`config.mk`:
```
export PLATFORM = sky130hd
export DESIGN_NAME = bounce_engine
export DESIGN_NICKNAME = d
export VERILOG_FILES = /design/src/rtl/bounce_engine.sv
export SDC_FILE = /design/constraint.sdc
export NUM_CORES = 1
export LEC_CHECK = 0
export CAP_MARGIN = 10
export CORE_ASPECT_RATIO = 0.7
export CORE_MARGIN = 5
export CORE_UTILIZATION = 55
export DETAILED_ROUTE_END_ITERATION = 6
export GPL_TIMING_DRIVEN = 0
export PLACE_DENSITY = 0.73
export SKIP_CTS_REPAIR_TIMING = 1
export SYNTH_ARGS = -nofsm -noshare
export SYNTH_HDL_FRONTEND = slang
export SYNTH_SLANG_ARGS = --single-unit
```
`constraint.sdc`:
```
create_clock -name clk -period 4.5 [get_ports clk]
set_input_delay 1.35 -clock clk [delete_from_list [all_inputs] [get_ports clk]]
set_output_delay 1.35 -clock clk [all_outputs]
set_load 0.05 [all_outputs]
```
`src/rtl/bounce_engine.sv`:
```
// Bouncing-sprite engine: steps N_SPR square sprites once per frame and
// renders a registered 6-bit pixel colour plus sticky per-frame overlap flags.
module bounce_engine #(
    parameter int          N_SPR  = 4,
    parameter int          SIZE   = 32,
    parameter int          H_RES  = 640,
    parameter int          V_RES  = 480,
    parameter logic [47:0] COLORS = {6'b101010, 6'b111111, 6'b001111, 6'b110011,
                                     6'b111100, 6'b000011, 6'b001100, 6'b110000}
) (
    input  logic             clk,
    input  logic             rst_n,
    input  logic             frame_start,
    input  logic             pause,
    input  logic [1:0]       speed_sel,
    input  logic [9:0]       hpos,
    input  logic [9:0]       vpos,
    input  logic             display_on,
    output logic [5:0]       rgb,
    output logic             busy,
    output logic [N_SPR-1:0] collide,
    output logic [7:0]       frame_cnt
);

    typedef enum logic [0:0] {
        IDLE = 1'b0,
        UPD  = 1'b1
    } state_t;

    localparam logic [10:0] X_LIM = 11'(H_RES - SIZE);
    localparam logic [10:0] Y_LIM = 11'(V_RES - SIZE);
    localparam logic [10:0] SZ    = 11'(SIZE);
    localparam logic [2:0]  LAST  = 3'(N_SPR - 1);

    // Result is {new_dir, new_pos}; the comparison runs at 11 bits so pos + step cannot wrap.
    function automatic logic [10:0] axis_step(
        input logic [9:0]  pos,
        input logic        dir,
        input logic [10:0] step,
        input logic [10:0] lim
    );
        logic [10:0] p;
        logic [10:0] res;
        p = {1'b0, pos};
        if (dir) begin
            if ((p + step) >= lim) begin
                res = {1'b0, lim[9:0]};
            end else begin
                res = {1'b1, 10'(p + step)};
            end
        end else begin
            if (p <= step) begin
                res = {1'b1, 10'd0};
            end else begin
                res = {1'b0, 10'(p - step)};
            end
        end
        return res;
    endfunction

    state_t           state_q, state_d;
    logic [2:0]       idx_q, idx_d;
    logic             busy_q, busy_d;
    logic [7:0]       frame_cnt_q, frame_cnt_d;
    logic [5:0]       rgb_q, rgb_d;
    logic [N_SPR-1:0] collide_q, collide_d;
    logic [9:0]       x_q [N_SPR];
    logic [9:0]       x_d [N_SPR];
    logic [9:0]       y_q [N_SPR];
    logic [9:0]       y_d [N_SPR];
    logic [N_SPR-1:0] dx_q, dx_d;
    logic [N_SPR-1:0] dy_q, dy_d;

    logic             accept_s;
    logic [N_SPR-1:0] hit_s;
    logic [N_SPR-1:0] others_s;
    logic [10:0]      step_x_s, step_y_s;
    logic [10:0]      nx_s, ny_s;

    // A frame_start arriving while an update is in flight is dropped completely.
    assign accept_s = frame_start && !busy_q;

    // Control FSM next state, update index and frame counter.
    always_comb begin
        state_d     = state_q;
        idx_d       = idx_q;
        busy_d      = busy_q;
        frame_cnt_d = accept_s ? (frame_cnt_q + 8'd1) : frame_cnt_q;
        case (state_q)
            IDLE: begin
                if (accept_s && !pause) begin
                    state_d = UPD;
                    idx_d   = 3'd0;
                    busy_d  = 1'b1;
                end else begin
                    state_d = IDLE;
                    idx_d   = 3'd0;
                    busy_d  = 1'b0;
                end
            end
            UPD: begin
                if (idx_q == LAST) begin
                    state_d = IDLE;
                    idx_d   = 3'd0;
                    busy_d  = 1'b0;
                end else begin
                    state_d = UPD;
                    idx_d   = idx_q + 3'd1;
                    busy_d  = 1'b1;
                end
            end
            default: begin
                state_d = IDLE;
                idx_d   = 3'd0;
                busy_d  = 1'b0;
            end
        endcase
    end

    // Sprite position/direction next state; only the indexed sprite moves, only in UPD.
    always_comb begin
        step_x_s = 11'd0;
        step_y_s = 11'd0;
        nx_s     = 11'd0;
        ny_s     = 11'd0;
        dx_d     = dx_q;
        dy_d     = dy_q;
        for (int i = 0; i < N_SPR; i++) begin
            x_d[i] = x_q[i];
            y_d[i] = y_q[i];
            if ((state_q == UPD) && (idx_q == 3'(i))) begin
                step_x_s = 11'((i % 4) + 1) << speed_sel;
                step_y_s = 11'(((i + 1) % 4) + 1) << speed_sel;
                nx_s     = axis_step(x_q[i], dx_q[i], step_x_s, X_LIM);
                ny_s     = axis_step(y_q[i], dy_q[i], step_y_s, Y_LIM);
                x_d[i]   = nx_s[9:0];
                dx_d[i]  = nx_s[10];
                y_d[i]   = ny_s[9:0];
                dy_d[i]  = ny_s[10];
            end else begin
                x_d[i]   = x_q[i];
                y_d[i]   = y_q[i];
                dx_d[i]  = dx_q[i];
                dy_d[i]  = dy_q[i];
            end
        end
    end

    // Pixel hit test, priority colour select and collision flag next state.
    always_comb begin
        hit_s    = {N_SPR{1'b0}};
        others_s = {N_SPR{1'b0}};
        for (int i = 0; i < N_SPR; i++) begin
            hit_s[i] = display_on
                    && ({1'b0, hpos} >= {1'b0, x_q[i]})
                    && ({1'b0, hpos} <  ({1'b0, x_q[i]} + SZ))
                    && ({1'b0, vpos} >= {1'b0, y_q[i]})
                    && ({1'b0, vpos} <  ({1'b0, y_q[i]} + SZ));
        end
        rgb_d = 6'b000000;
        for (int i = N_SPR - 1; i >= 0; i--) begin
            rgb_d = hit_s[i] ? COLORS[6*i +: 6] : rgb_d;
        end
        collide_d = collide_q;
        if (accept_s) begin
            collide_d = {N_SPR{1'b0}};
        end else begin
            for (int i = 0; i < N_SPR; i++) begin
                others_s     = hit_s;
                others_s[i]  = 1'b0;
                collide_d[i] = collide_q[i] | (hit_s[i] & (|others_s));
            end
        end
    end

    // State registers; reset scatters the sprites diagonally with mixed directions.
    always_ff @(posedge clk or negedge rst_n) begin
        if (!rst_n) begin
            state_q     <= IDLE;
            idx_q       <= 3'd0;
            busy_q      <= 1'b0;
            frame_cnt_q <= 8'd0;
            rgb_q       <= 6'b000000;
            collide_q   <= {N_SPR{1'b0}};
            for (int i = 0; i < N_SPR; i++) begin
                x_q[i]  <= 10'(24 * i);
                y_q[i]  <= 10'(16 * i);
                dx_q[i] <= ((i % 2) == 0);
                dy_q[i] <= (i < 2);
            end
        end else begin
            state_q     <= state_d;
            idx_q       <= idx_d;
            busy_q      <= busy_d;
            frame_cnt_q <= frame_cnt_d;
            rgb_q       <= rgb_d;
            collide_q   <= collide_d;
            dx_q        <= dx_d;
            dy_q        <= dy_d;
            for (int i = 0; i < N_SPR; i++) begin
                x_q[i] <= x_d[i];
                y_q[i] <= y_d[i];
            end
        end
    end

    assign rgb       = rgb_q;
    assign busy      = busy_q;
    assign collide   = collide_q;
    assign frame_cnt = frame_cnt_q;

endmodule

```
; ---- Word level (Yosys, flattened, before mapping)
; Index checks and enable logic that the tools add are counted.
[word_totals]
output_inout_bits = 19
reg_bits = 110
[classes]
addsub = 26
bitwise_logic = 9
mux = 34
n_reduce_logical = 29
magnitude_cmp = 32
shift = 4
eq_ne = 3
[ops]
columns = cell, count
row1 = two-way mux 11 bit, 24
row2 = adder 10 x 11 -> 11 bit, 8
row3 = "adder 10 x 6 -> 11 bit, second input constant", 8
row4 = less-or-equal comparator 10 x 11 -> 1 bit, 8
row5 = < comparator 10 x 11 -> 1 bit, 8
row6 = greater-or-equal comparator 10 bit, 8
row7 = subtractor 10 bit, 8
row8 = "greater-or-equal comparator 11 x 10 -> 1 bit, second input constant", 4
row9 = "greater-or-equal comparator 11 x 9 -> 1 bit, second input constant", 4
row10 = two-way mux 6 bit, 4
row11 = logical AND 1 bit, 22
row12 = "<< shifter 2 x 2 -> 11 bit, first input constant", 2
row13 = OR reduction 3 bit, 4
row14 = "<< shifter 1 x 2 -> 11 bit, first input constant", 1
row15 = "<< shifter 3 x 2 -> 11 bit, first input constant", 1
row16 = "adder 8 x 1 -> 8 bit, second input constant", 1
row17 = "== test 3 x 2 -> 1 bit, second input constant", 2
row18 = case mux 3 bit (2 select lines), 1
row19 = bitwise AND 1 bit, 4
row20 = two-way mux 4 bit, 1
row21 = bitwise OR 1 bit, 4
row22 = "adder 3 x 1 -> 3 bit, second input constant", 1
row23 = "== test 3 x 1 -> 1 bit, second input constant", 1
row24 = logical NOT 3 bit, 1
row25 = 5 further kinds, 7

; ---- Depth between registers and ports, before layout
[logic_depth]
ltp_word = 9
ltp_mapped = 14

; ---- Least setup slack after synthesis
; OpenSTA, ideal clock, no wires.
[synth_path]
path_kind = input to register
from = in speed_sel[1]
to = reg x_q[34] in the netlist's numbering
path_buffers = 0
setup_ps = 77
arrival_ps = 4602
path_slack_ps = -180
stages = 12
path_cell_list = inv_1 -> ha_1 -> inv_1 -> ha_1 -> or3b_1 -> a31oi_1 -> o21a_1 -> nor3_1 -> o41ai_2 -> nand2_1 -> o221a_1 -> a21oi_1
[synth_via]
elab_chain_cells = 5
[synth_rtl]
columns = item, line
row1 = start: declaration, 15  ; input logic [1:0] speed_sel,
row2 = << shifter 1 x 2 -> 11 bit (*), 132  ; step_x_s = 11'((i % 4) + 1) << speed_sel;
row3 = adder 10 x 11 -> 11 bit, 49  ; res = {1'b1, 10'(p + step)};
row4 = greater-or-equal comparator 11 x 10 -> 1 bit, 46  ; if ((p + step) >= lim) begin
row5 = two-way mux 11 bit, 46
row6 = two-way mux 11 bit (*), 45  ; if (dir) begin
row7 = end signal: indexed assignment, 186  ; x_q[i] <= 10'(24 * i);
row8 = end signal: indexed assignment, 201  ; x_q[i] <= x_d[i];
row9 = end: declaration, 67  ; logic [9:0] x_q [N_SPR];
; Every way passes the cells marked *; elsewhere a longest branch is shown, timed or not.
; A chain may end at the register's enable or synchronous reset.

; ---- Worst setup path after layout
[layout_path]
from = in speed_sel[0]
to = reg x_q[38] in the netlist's numbering
; Same word-level chain as after synthesis.

==> summary.txt <==
Global route
  • Largest net degree at the start of global routing: 66
  • First-pass GRT wire length: between 60000 and 70000 um
  • Initial antenna violation count: 0
  • Gr usage total: 30.2%
  • Vias in the first global route: about 11000
  • GR Overflow Total: 0

Timing
  • Period utilisation layout: 98.9%
  • Clock skew: 0.0129 ns
  • Max Fclk: between 200 and 250 MHz
  • Setup violations, final: 0
  • Max_slew headroom: 32.7%
  • Final Hold Viols: 0
  • Tmin final: 4.45 ns
  • Worst Max-Slew Pin Slew: 1.00 ns
  • Slew Viols, Final: 0

Logic synthesis
  • Yosys warnings: 0
  • Synth Area in Simple Gates: around a fifth
  • Synth Area in XOR/XNOR: under 10%
  • Ys flop type: dfrtp_1
  • Area leader, netlist: ha_1
  • Top post-synthesis cells by area: ha_1 21%, dfrtp_1 17%, a21oi_1 4.2%
  • Cell count after synthesis: 1574
  • Ys async rst share: 100%
  • Mux share of post-synthesis cell area: less than 1%
  • Synth Area in Compound Gates: 26.9%
  • Share of the synthesized area in the top cell type: about a fifth
  • Post-synth EDFFs: 0
  • Largest family of logic cells by synthesized area: compound AO/OA/AOI/OAI gates
  • Synth unique cells: 90
  • Avg Cell Area, Syn: ~8 um^2
  • Register area share after synthesis: between 20% and 30%
  • Syn nets: approximately 1800
  • Yosys reg bits: around 100
  • Synthesized area: 12700 um^2
  • Adder-cell share of the synthesized area: between 20 and 25%

Routing
  • Starting DRT DRC Count: 1471
  • Number of detailed-route iterations in the first pass: 6
  • Mean routed wirelength per cell: between 20 and 25 um
  • Routed vias: between 10000 and 15000
  • Drt total wl: around 41000 um
  • Via-to-Cell Ratio: 6.44
  • Drt drc: 0
  • Routed Antenna Nets: 0

Layout
  • Layout area overhead: 13.2%
  • Non-Filler Instances: 1975
  • Fillers: 2014
  • Nets: 1907
  • Number of diodes: 0
  • Utilization of the core after routing: 63.3%
  • Layout cells sized above 1: 8.24%

Die
  • I/O pins: 46
  • Die area: 26200 um^2
  • Die width: about 190 um
  • Initial Utilization: 55.9%
  • Core area: roughly 23000 um^2
  • Row cnt: 46
  • Vert. Die Dim: ~140 um

Setup path
  • CP arrival: 4.73 ns
  • Max incr delay on CP: 0.45 ns
  • CP most frequent cell: buf_2
  • Kind of critical path: input port to flop
  • Worst-path cell with the longest stage delay: o41ai_4
  • Crit path launch type: input port
  • Crit path max fanout: 9
  • CP cell instances: clkbuf_2, inv_2, ha_4, clkinvlp_4, ha_1, buf_2, or3b_1, a31oi_4, o211ai_1, a32o_1, o41ai_4, and2_1, buf_2, a21oi_1, o22ai_1
  • Reg2reg path depth: 11
  • Setup crit end kind: flop
  • CP Data Required Time: 4.78 ns

Clocking
  • CTS Buf Count: 9
  • Clock root buffer: clkbuf_16
  • CTS tree: yes
  • Clk_lat worst skew: 0.38 ns
  • H-tree depth: 3
  • Worst-path clk slew: 0.07 ns
  • Clock buffer depth: 2
  • CTS Sinks: 101

Status
  • Status: complete, no violations

Run
  • MaxCap Viol Count: 0

Hold path
  • Hold depth: 1
  • Worst min path class: flop to flop

Place
  • PortBufs: 45
  • Cell count after placement: 1932
  • Gpl congestion: 0.970
  • Post-DP HPWL: 30500 um

Power
  • Pwr dens: 618 nW/um^2
  • Leak: 6.13 nW
  • VDD IR max: approximately 0.00038 V
worst max-delay path: cells and delay by family:
family	cells	cell delay, ns
compound gates	6	1.30
buf+inv	5	0.91
simple gates	2	0.62
fa+ha+maj	2	0.53
layer usage:
layer | global-route usage, % | up-vias | share of wire (%)
met5 | 0 | - | 0
met4 | 4.82 | 0 | 0.96
met3 | 7.14 | 39 | 11
met2 | 43.9 | 682 | 42
met1 | 46.2 | 6000 | 47
li1 | - | 6005 | -
stage by stage:
| step | power (mW) | setup slack, ns | cell area (um^2) | TNS, ns | hold WS [ns] |
|---|---|---|---|---|---|
| 3_5_place_dp | 7.60 | -2.34 | 13600 | -136.83 | 0.465 |
| 4_1_cts | 8.51 | -1.94 | 13900 | -103.23 | 0.483 |
| 5_1_grt | 9.59 | -0.0683 | 14400 | -0.127 | 0.488 |
| 6_report | 8.87 | 0.0488 | 14400 | 0 | 0.477 |
| 3_3_place_gp | 7.43 | -2.35 | 13500 | -346.47 | 0.468 |
| 2_1_floorplan | 6.04 | 0.0235 | 12700 | 0 | 0.466 |
cell type report:
class | instances | area [um^2] | share of cell area, %
Clock inverter | 4 | 56.3 | 0.392
Timing Repair Buffer | 75 | 702 | 4.89
Multi-Input combinational cell | 1283 | 9650 | 67.2
Tap cell | 312 | 390 | 2.72
Buffer | 63 | 264 | 1.84
Sequential cell | 101 | 2540 | 17.7
Inverter | 125 | 498 | 3.47
Clock buffer | 12 | 246 | 1.72
power breakdown:
| group | switching, mW | total [mW] | internal [mW] |
|---|---|---|---|
| clock network | 0.421 | 0.874 | 0.453 |
| logic | 3.85 | 6.22 | 2.37 |
| registers | 0.463 | 1.77 | 1.31 |
path summary, 6_finish.rpt:
| path | endpoint | slack (ns) | start |
|---|---|---|---|
| min in group asynchronous | x_q[39]$_DFFE_PN0P_ | 0.87 | rst_n |
| worst max-delay path | x_q[38]$_DFFE_PN0P_ | 0.05 | speed_sel[0] |
| worst min register to register | frame_cnt[7]$_DFFE_PN0P_ | 0.48 | frame_cnt[7]$_DFFE_PN0P_ |
| worst max register to register | rgb[1]$_DFF_PN0_ | 0.84 | x_q[15]$_DFFE_PN1P_ |
| max in group asynchronous | y_q[5]$_DFFE_PN1P_ | 2.89 | rst_n |
| worst min-delay path | frame_cnt[7]$_DFFE_PN0P_ | 0.48 | frame_cnt[7]$_DFFE_PN0P_ |
state kept, by name (all words and copies together), names as in the netlist:
register and flops:
y_q 37, idx_q 3, collide 4, rgb 3
x_q 37, dx_q 4, busy 1, frame_cnt 8
dy_q 4
cells by family after synthesis:
logic type               count (synthesis)
flip-flops                             101
XOR/XNOR                                62
AO/OA/AOI/OAI                          507
adder cells (fa/ha/maj)                222
buffers and inverters                  190
AND/OR/NAND/NOR                        488
multiplexers                             4
synth_stat cells, types with 12 or more instances:
cell type and count:
nand2b_1 36, inv_2 14, fa_1 12, nor4_1 18
a21oi_1 107, a2111oi_0 15, o22ai_1 15, o211ai_1 24
dfrtp_1 87, xnor2_1 54, nor2b_1 38, o21ai_1 42
o31ai_1 18, ha_1 210, nand2_1 83, nor3_1 40
nor2_1 117, nand3_1 48, a21o_1 24, clkbuf_1 55
a211oi_1 26, and2_1 18, inv_1 109, o21a_1 17
a31oi_1 19, dfstp_2 14, nand4_1 24, o21ai_0 80
cell usage in the layout, fill, tap and decap left out, types with 48 or more instances in the layout:
master and n:
ha_1 205, nor2_1 116, a21oi_1 106, inv_1 104, dfrtp_1 87, nand2_1 83, o21ai_0 80, clkbuf_1 54
xnor2_1 54, nand3_1 48
Power figures use the tool's default switching activity.
